### config.mk
export PLATFORM = sky130hd
export DESIGN_NAME = mxv_ctrl_top
export DESIGN_NICKNAME = d
export VERILOG_FILES = /design/src/rtl/mxv_pkg.sv /design/src/rtl/mxv_frame_parser.sv /design/src/rtl/mxv_ctrl_top.sv
export SDC_FILE = /design/constraint.sdc
export NUM_CORES = 1
export LEC_CHECK = 0
export BUFFER_PORTS_ARGS = -buffer_cell sky130_fd_sc_hd__buf_2
export CAP_MARGIN = 20
export CELL_PAD_IN_SITES_DETAIL_PLACEMENT = 2
export CELL_PAD_IN_SITES_GLOBAL_PLACEMENT = 2
export CORE_MARGIN = 4
export CORE_UTILIZATION = 38
export CTS_CLUSTER_DIAMETER = 60
export CTS_CLUSTER_SIZE = 14
export DETAILED_ROUTE_END_ITERATION = 16
export GPL_TIMING_DRIVEN = 0
export PLACE_DENSITY_LB_ADDON = 0.1
export SYNTH_ARGS = -nofsm -noshare
export SYNTH_HDL_FRONTEND = slang
export SYNTH_SLANG_ARGS = --single-unit
### constraint.sdc
create_clock -name clk -period 4.4 [get_ports clk]
set_input_delay 0.44 -clock clk [delete_from_list [all_inputs] [get_ports clk]]
set_output_delay 0.44 -clock clk [all_outputs]
set_load 0.02 [all_outputs]
### src/rtl/mxv_pkg.sv
// rtl/mxv_pkg.sv - shared types, command codes, selector codes and FSM states for the MxV control unit
package mxv_pkg;

    localparam int MXV_MAX_N  = 4;
    localparam int MXV_DATA_W = 8;

    typedef logic [MXV_DATA_W-1:0] data_uart_t;
    typedef logic [MXV_DATA_W-1:0] val_t;
    typedef logic [MXV_MAX_N-1:0]  push_pop_t;
    typedef logic [2:0]            sltr_8_t;
    typedef logic [1:0]            sltr_2_t;

    localparam val_t CMD_SIZE  = 8'h01;
    localparam val_t CMD_START = 8'h03;
    localparam val_t CMD_DATA  = 8'h04;

    localparam sltr_2_t PE_HOLD  = 2'b00;
    localparam sltr_2_t PE_CLEAR = 2'b01;
    localparam sltr_2_t PE_ACC   = 2'b10;
    localparam sltr_2_t PE_DRIVE = 2'b11;

    localparam sltr_8_t VAL_NONE = 3'd0;
    localparam sltr_8_t VAL_VEC  = 3'd5;

    localparam data_uart_t CH_E   = 8'h45;
    localparam data_uart_t CH_F   = 8'h46;
    localparam data_uart_t CH_SEP = 8'h5F;

    typedef enum logic [3:0] {
        ST_IDLE, ST_SOF, ST_LEN, ST_CMD, ST_PAYLOAD,
        ST_EOF1, ST_EOF2, ST_COMPUTE, ST_RESULT, ST_READOUT
    } state_t;

    // Upper-case hex only: '0'-'9', 'A'-'F'.
    function automatic logic is_hex(input data_uart_t c);
        return (c >= 8'h30 && c <= 8'h39) || (c >= 8'h41 && c <= 8'h46);
    endfunction

    function automatic logic [3:0] hex_nib(input data_uart_t c);
        return (c <= 8'h39) ? c[3:0] : c[3:0] + 4'd9;
    endfunction

endpackage

### src/rtl/mxv_frame_parser.sv
// rtl/mxv_frame_parser.sv - ASCII-hex frame parser: header/terminator FSM, byte assembly, frame checks
// Ports:
//   clk, rst            clock, synchronous active-high reset
//   rcv, data           character strobe and character (already gated by the sequencer)
//   n, matrix_loaded    current size and load state, used to check the data-frame length
//   byte_valid, dbyte   one-cycle pulse for each data payload byte; dbyte holds last decoded byte
//   cmd                 command byte of the current/last frame
//   frame_done          one-cycle pulse after a well-formed 'E','F' terminator
//   frame_abort         one-cycle pulse when a frame is rejected
module mxv_frame_parser
    import mxv_pkg::*;
#(
    parameter int MAX_N  = MXV_MAX_N,
    parameter int DATA_W = MXV_DATA_W
) (
    input  logic              clk,
    input  logic              rst,
    input  logic              rcv,
    input  logic [DATA_W-1:0] data,
    input  logic [2:0]        n,
    input  logic              matrix_loaded,
    output logic              byte_valid,
    output val_t              dbyte,
    output val_t              cmd,
    output logic              frame_done,
    output logic              frame_abort
);

    state_t     state, state_nxt;
    logic       hi_seen;
    logic [3:0] hi_nib;
    val_t       len;
    val_t       pay_cnt;
    logic       abort, done, data_byte;

    logic ch_hex, digit_st;
    val_t nib_byte, exp_len;

    assign ch_hex   = is_hex(data);
    assign digit_st = (state == ST_LEN) || (state == ST_CMD) || (state == ST_PAYLOAD);
    assign nib_byte = {hi_nib, hex_nib(data)};
    // A matrix frame carries N*N bytes, a vector frame N bytes.
    assign exp_len  = matrix_loaded ? {5'd0, n} : {5'd0, n} * {5'd0, n};

    always_comb begin
        state_nxt = state;
        abort     = 1'b0;
        done      = 1'b0;
        data_byte = 1'b0;
        if (rcv && !(data == CH_SEP && state != ST_IDLE)) begin
            case (state)
                ST_IDLE: if (data == CH_F) state_nxt = ST_SOF;
                ST_SOF:  state_nxt = (data == CH_E) ? ST_LEN : ST_IDLE;
                ST_LEN: begin
                    if (!ch_hex)      abort = 1'b1;
                    else if (hi_seen) state_nxt = ST_CMD;
                end
                ST_CMD: begin
                    if (!ch_hex) abort = 1'b1;
                    else if (hi_seen) begin
                        case (nib_byte)
                            CMD_SIZE:  if (len == 8'd2) state_nxt = ST_PAYLOAD; else abort = 1'b1;
                            CMD_START: if (len == 8'd1) state_nxt = ST_EOF1;    else abort = 1'b1;
                            CMD_DATA:  if (n != 3'd0 && len == exp_len) state_nxt = ST_PAYLOAD;
                                       else abort = 1'b1;
                            default:   abort = 1'b1;
                        endcase
                    end
                end
                ST_PAYLOAD: begin
                    if (!ch_hex) abort = 1'b1;
                    else if (hi_seen) begin
                        if (cmd == CMD_SIZE) begin
                            if (nib_byte >= 8'd1 && nib_byte <= 8'(MAX_N)) state_nxt = ST_EOF1;
                            else abort = 1'b1;
                        end else begin
                            data_byte = 1'b1;
                            if (pay_cnt == len - 8'd1) state_nxt = ST_EOF1;
                        end
                    end
                end
                ST_EOF1: if (data == CH_E) state_nxt = ST_EOF2; else abort = 1'b1;
                ST_EOF2: begin
                    if (data == CH_F) begin
                        done      = 1'b1;
                        state_nxt = ST_IDLE;
                    end else begin
                        abort = 1'b1;
                    end
                end
                default: state_nxt = ST_IDLE;
            endcase
        end
        if (abort) state_nxt = ST_IDLE;
    end

    always_ff @(posedge clk) begin
        if (rst) begin
            state       <= ST_IDLE;
            hi_seen     <= 1'b0;
            hi_nib      <= 4'd0;
            len         <= '0;
            cmd         <= '0;
            dbyte       <= '0;
            pay_cnt     <= '0;
            byte_valid  <= 1'b0;
            frame_done  <= 1'b0;
            frame_abort <= 1'b0;
        end else begin
            state       <= state_nxt;
            byte_valid  <= data_byte;
            frame_done  <= done;
            frame_abort <= abort;
            if (abort) begin
                hi_seen <= 1'b0;
            end else if (rcv && digit_st && ch_hex) begin
                if (!hi_seen) begin
                    hi_seen <= 1'b1;
                    hi_nib  <= hex_nib(data);
                end else begin
                    hi_seen <= 1'b0;
                    dbyte   <= nib_byte;
                    if (state == ST_LEN) len <= nib_byte;
                    if (state == ST_CMD) cmd <= nib_byte;
                end
            end
            if (state == ST_CMD)  pay_cnt <= '0;
            else if (data_byte)   pay_cnt <= pay_cnt + 8'd1;
        end
    end

endmodule

### src/rtl/mxv_ctrl_top.sv
// rtl/mxv_ctrl_top.sv - MxV accelerator control: frame commit, FIFO routing and compute/result/readout sequencing
// Ports:
//   clk, rst                     clock, synchronous active-high reset
//   rcv, data                    UART character strobe and character
//   push_matrix, push_vector     load strobes for row FIFOs / vector FIFO, val is the data
//   pop_matrix, pop_vector       operand pops during accumulation
//   push_result, pop_result      result FIFO push (per PE) and read-out pops
//   val, dmx_val_sltr            last decoded byte and its routing code
//   dmx_a_sltr..dmx_d_sltr       PE operation selectors
module mxv_ctrl_top
    import mxv_pkg::*;
#(
    parameter int MAX_N  = MXV_MAX_N,
    parameter int DATA_W = MXV_DATA_W
) (
    input  logic       clk,
    input  logic       rst,
    input  logic       rcv,
    input  data_uart_t data,
    output logic       push_result,
    output logic       pop_result,
    output logic       push_vector,
    output logic       pop_vector,
    output push_pop_t  push_matrix,
    output push_pop_t  pop_matrix,
    output val_t       val,
    output sltr_8_t    dmx_val_sltr,
    output sltr_2_t    dmx_a_sltr,
    output sltr_2_t    dmx_b_sltr,
    output sltr_2_t    dmx_c_sltr,
    output sltr_2_t    dmx_d_sltr
);

    state_t     state, state_nxt;
    logic [2:0] n, cnt, col;
    logic [1:0] row;
    logic       matrix_loaded, vector_loaded;
    logic       byte_valid, frame_done, frame_abort;
    val_t       cmd;
    sltr_2_t    pe_sel [MAX_N];

    // Characters arriving while the datapath is busy are dropped.
    mxv_frame_parser #(.MAX_N(MAX_N), .DATA_W(DATA_W)) u_parser (
        .clk           (clk),
        .rst           (rst),
        .rcv           (rcv && state == ST_IDLE),
        .data          (data),
        .n             (n),
        .matrix_loaded (matrix_loaded),
        .byte_valid    (byte_valid),
        .dbyte         (val),
        .cmd           (cmd),
        .frame_done    (frame_done),
        .frame_abort   (frame_abort)
    );

    // Payload routing: matrix bytes fill rows in order, vector bytes go to the vector FIFO.
    always_comb begin
        push_matrix  = '0;
        push_vector  = 1'b0;
        dmx_val_sltr = VAL_NONE;
        if (byte_valid) begin
            if (matrix_loaded) begin
                push_vector  = 1'b1;
                dmx_val_sltr = VAL_VEC;
            end else begin
                push_matrix[row] = 1'b1;
                dmx_val_sltr     = sltr_8_t'({1'b0, row} + 3'd1);
            end
        end
    end

    always_comb begin
        state_nxt   = state;
        pop_vector  = 1'b0;
        pop_matrix  = '0;
        push_result = 1'b0;
        pop_result  = 1'b0;
        pe_sel      = '{default: PE_HOLD};
        case (state)
            ST_IDLE: if (vector_loaded) state_nxt = ST_COMPUTE;
            ST_COMPUTE: begin
                // cnt 0 clears the active PEs, cnt 1..N accumulates one column each.
                for (int i = 0; i < MAX_N; i++) begin
                    if (3'(i) < n) begin
                        pe_sel[i] = (cnt == 3'd0) ? PE_CLEAR : PE_ACC;
                        if (cnt != 3'd0) pop_matrix[i] = 1'b1;
                    end
                end
                pop_vector = (cnt != 3'd0);
                if (cnt == n) state_nxt = ST_RESULT;
            end
            ST_RESULT: begin
                pe_sel[cnt[1:0]] = PE_DRIVE;
                push_result      = 1'b1;
                if (cnt == n - 3'd1) state_nxt = ST_READOUT;
            end
            ST_READOUT: begin
                pop_result = 1'b1;
                if (cnt == n - 3'd1) state_nxt = ST_IDLE;
            end
            default: state_nxt = ST_IDLE;
        endcase
    end

    assign dmx_a_sltr = pe_sel[0];
    assign dmx_b_sltr = pe_sel[1];
    assign dmx_c_sltr = pe_sel[2];
    assign dmx_d_sltr = pe_sel[3];

    always_ff @(posedge clk) begin
        if (rst) begin
            state         <= ST_IDLE;
            cnt           <= '0;
            n             <= '0;
            row           <= '0;
            col           <= '0;
            matrix_loaded <= 1'b0;
            vector_loaded <= 1'b0;
        end else begin
            state <= state_nxt;
            if (state_nxt != state)  cnt <= '0;
            else if (state != ST_IDLE) cnt <= cnt + 3'd1;

            if (frame_done || frame_abort) begin
                row <= '0;
                col <= '0;
            end else if (byte_valid) begin
                if (col == n - 3'd1) begin
                    col <= '0;
                    row <= row + 2'd1;
                end else begin
                    col <= col + 3'd1;
                end
            end

            if (frame_done) begin
                case (cmd)
                    CMD_SIZE: begin
                        n             <= val[2:0];
                        matrix_loaded <= 1'b0;
                        vector_loaded <= 1'b0;
                    end
                    CMD_START: begin
                        matrix_loaded <= 1'b0;
                        vector_loaded <= 1'b0;
                    end
                    CMD_DATA: begin
                        if (matrix_loaded) vector_loaded <= 1'b1;
                        else               matrix_loaded <= 1'b1;
                    end
                    default: ;
                endcase
            end

            if (state == ST_READOUT && state_nxt == ST_IDLE) begin
                matrix_loaded <= 1'b0;
                vector_loaded <= 1'b0;
            end
        end
    end

endmodule

==> results.yml <==
outcome:
  status: "complete, no violations"
routing:
  dr.pass1.iters: 4
  vias_per_cell: 5.349
  ant_nets: 0
  routed_wl_mm: 12.60
  wl_per_cell_um: 18.64
  drc: 0
  vias: 3616
  drtIter0Drc: 147
grt:
  grt_max_degree: 11
  grt_pass1_vias: 3987
  grt_remaining_overflow: 0
  grt_usage_pct: 21.91
  grt_antenna_before_repair: 0
  grt_pass1_wl_mm: 20.44
floorplan:
  core_area_um2: 10230
  rows: 37
  die_area_um2: 12120
  die_h_um: 110.1
  die_w_um: 110.1
  initial_core_util_pct: 38.72
  pin_count: 42
synthesis:
  synth_edf_count: 0
  synth_area_leaders: "dfxtp_1, mux2i_1, ha_1, nor2_1, xor2_1"
  synth.area.mux_share_pct: 8.654
  ys_seq_area_share_pct: 30.32
  syn_inst: 484
  ys_ff_latch: 60
  synth_top_area_share_pct: 30.32
  synth-xor-area-share_pct: 8.402
  synth_ff_type: "dfxtp_1"
  async_flop_share_pct: 0
  synth_top_family_by_area: "simple AND/OR/NAND/NOR gates"
  synth_fa_ha_area_share_pct: 6.949
  synthSimpleGateAreaFrac_pct: 27.98
  synth_top_cell_by_area: "dfxtp_1"
  syn-num-nets: 517
  synth_area_per_cell_um2: 8.185
  post_synth_num_cell_types: 60
  syn_area_um2: 3961
  synth-compound-area-share_pct: 13.14
  yosysWarnings: 0
clock_network:
  cts_tree: "built"
  cts_setup_buffers: 0
  h-tree-depth: 3
  cts.sinks: 60
  cts_root_buf: "clkbuf_8"
  ctsResizeCount: 0
  clockBufferDepth: 2
  clk_pin_slew_ns: 0.07
  clk_latency_ns: 0.36
  cts_buffers: 9
  cts_hold_buf: 0
power:
  powerDensity_nw_per_um2: 260.6
  peakVddDrop_uv: 123.4
  power.leakage_nw: 2.025
  power.total_mw: 1.186
critical_path:
  critPathCaptureType: "flip-flop"
  arrival_ns: 3.79
  worst_ep_required_time_ns: 4.64
  path_max_fanout: 8
  critPathLaunchType: "flip-flop"
  critPathKind: "flip-flop to flip-flop"
cells_and_area:
  final_area_um2: 4552
  area_growth_pct: 14.91
  diodes: 0
  final_layout_size_suffix_gt1_share_pct: 14.26
  final_net_count: 568
job:
  drv_cap: 0
worst_hold_path:
  hold_class: "flip-flop to flip-flop"
place:
  gp_congestion: 0.8516
  placed_cell_area_um2: 4327
  dpl.hpwl_mm: 9.566
  place_ws_ns: 0.7983
  io_buffers: 39
timing:
  hold_viol: 0
  min_period_ns: 3.552
  hold_ws_ns: 0.4629
  clock_skew_ns: 0.01316
  setup_viol: 0
  fmax_mhz: 281.5
  finalMaxSlewViolations: 0
  period_share_pct: 80.74
  rsz0062_at_grt: "no"
  fin_setup_tns_ns: 0
  slew_headroom_pct: 41.35
  worstMarginPinSlew_ns: 0.8660
  timing.final.ws_setup_ns: 0.8476
[cell usage after synthesis (2+ instances only)]
cell       count
nand3_2        2
nand3b_1       3
nor3b_1        4
clkbuf_1      23
a211oi_1       5
a21o_1         4
xor2_1        22
o21ai_0       12
o21bai_1       2
nand4_1        9
nand2_1       42
nor4b_2        2
dfxtp_1       60
nor4b_1        2
a21oi_1       18
a311oi_1       2
nor2_1        69
nor3_1        11
buf_2          3
and3_1        10
a221o_1        2
nand2b_1       5
mux2i_1       32
and2_1        14
a31oi_1        3
o21a_1         3
inv_1         21
nor2b_1       14
xnor2_1       16
ha_1          22
a2111oi_4      2
nor4_1         4
or2_2          3
nand3_1       12
[stage by stage]
step	utilization (%)	instances
2_1_floorplan	-	484
3_3_place_gp	42.29	659
3_5_place_dp	42.29	659
4_1_cts	44.42	675
5_1_grt	44.49	676
6_report	44.49	676
[sequential cells by signal (all words and copies together) (netlist names), 2 cells and up]
name / count
cnt: 3
col: 3
n: 3
row: 2
state: 4
u_parser.cmd: 8
u_parser.dbyte: 8
u_parser.hi_nib: 4
u_parser.len: 8
u_parser.pay_cnt: 8
u_parser.state: 3
[final timing paths]
kind / depth (start not counted) / endpoint / from / slack, ns
hold reg to reg: 2 / u_parser.dbyte[7] / u_parser.dbyte[7] / 0.46
hold / removal: 2 / u_parser.dbyte[7] / u_parser.dbyte[7] / 0.46
setup / recovery: 12 / u_parser.dbyte[2] / n[0] / 0.85
setup reg to reg: 12 / u_parser.dbyte[2] / n[0] / 0.85
[layout make-up]
cell class	instances	area, µm²
fillers	1187	5679
multi-input cells	377	2580
flip-flops and latches	60	1201
repair buffers	40	202.7
well taps	136	170.2
clock buffers	12	145.1
plain buffers	26	101.3
inverters	21	78.83
clock inverters	4	72.57
[power breakdown]
part | leakage (nW) | internal (mW) | total [mW] | switching [mW]
clock | 0.107 | 0.334 | 0.573 | 0.239
combinational | 1.44 | 0.0218 | 0.0703 | 0.0485
sequential | 0.483 | 0.543 | 0.543 | 0.0000111
[per-layer routing]
layer | share of wire [%] | vias to the layer above | wire (µm) | GRT usage [%]
met5 | 0 | - | 0 | 0
li1 | - | 1766 | - | -
met2 | 52 | 52 | 6570 | 40.64
met3 | 3.0 | 15 | 374 | 4.485
met1 | 43 | 1783 | 5434 | 25.29
met4 | 1.7 | 0 | 218 | 6.157
[logic make-up after synthesis]
| kind of cell | Yosys count |
|---|---|
| AOI/OAI and AO/OA | 69 |
| xor gates and xnor gates | 38 |
| adders and majority gates | 22 |
| buffers and inverters | 47 |
| DFF | 60 |
| muxes | 34 |
| and+or+nand+nor | 214 |
[layout by cell type, fill, tap and decap left out, types with 14 or more instances in the layout]
cell type  netlist  routed
a21oi_1         18      18
and2_1          14      14
buf_2            3      42
clkbuf_1        23      25
dfxtp_1         60      60
ha_1            22      22
inv_1           21      21
mux2i_1         32      32
nand2_1         42      42
nor2_1          69      69
nor2b_1         14      14
xnor2_1         16      16
xor2_1          22      22
[critical path: stages (launching register included)]
cell	delay, ns
dfxtp_1	0.37
clkbuf_1	0.38
inv_1	0.21
nor2_1	0.14
ha_1	0.26
mux2_2	0.27
o21ai_0	0.17
mux2i_1	0.12
nor4_1	0.40
a21o_1	0.24
and2_1	0.25
nand2_2	0.24
mux2_1	0.38
Power figures use the tool's default switching activity.
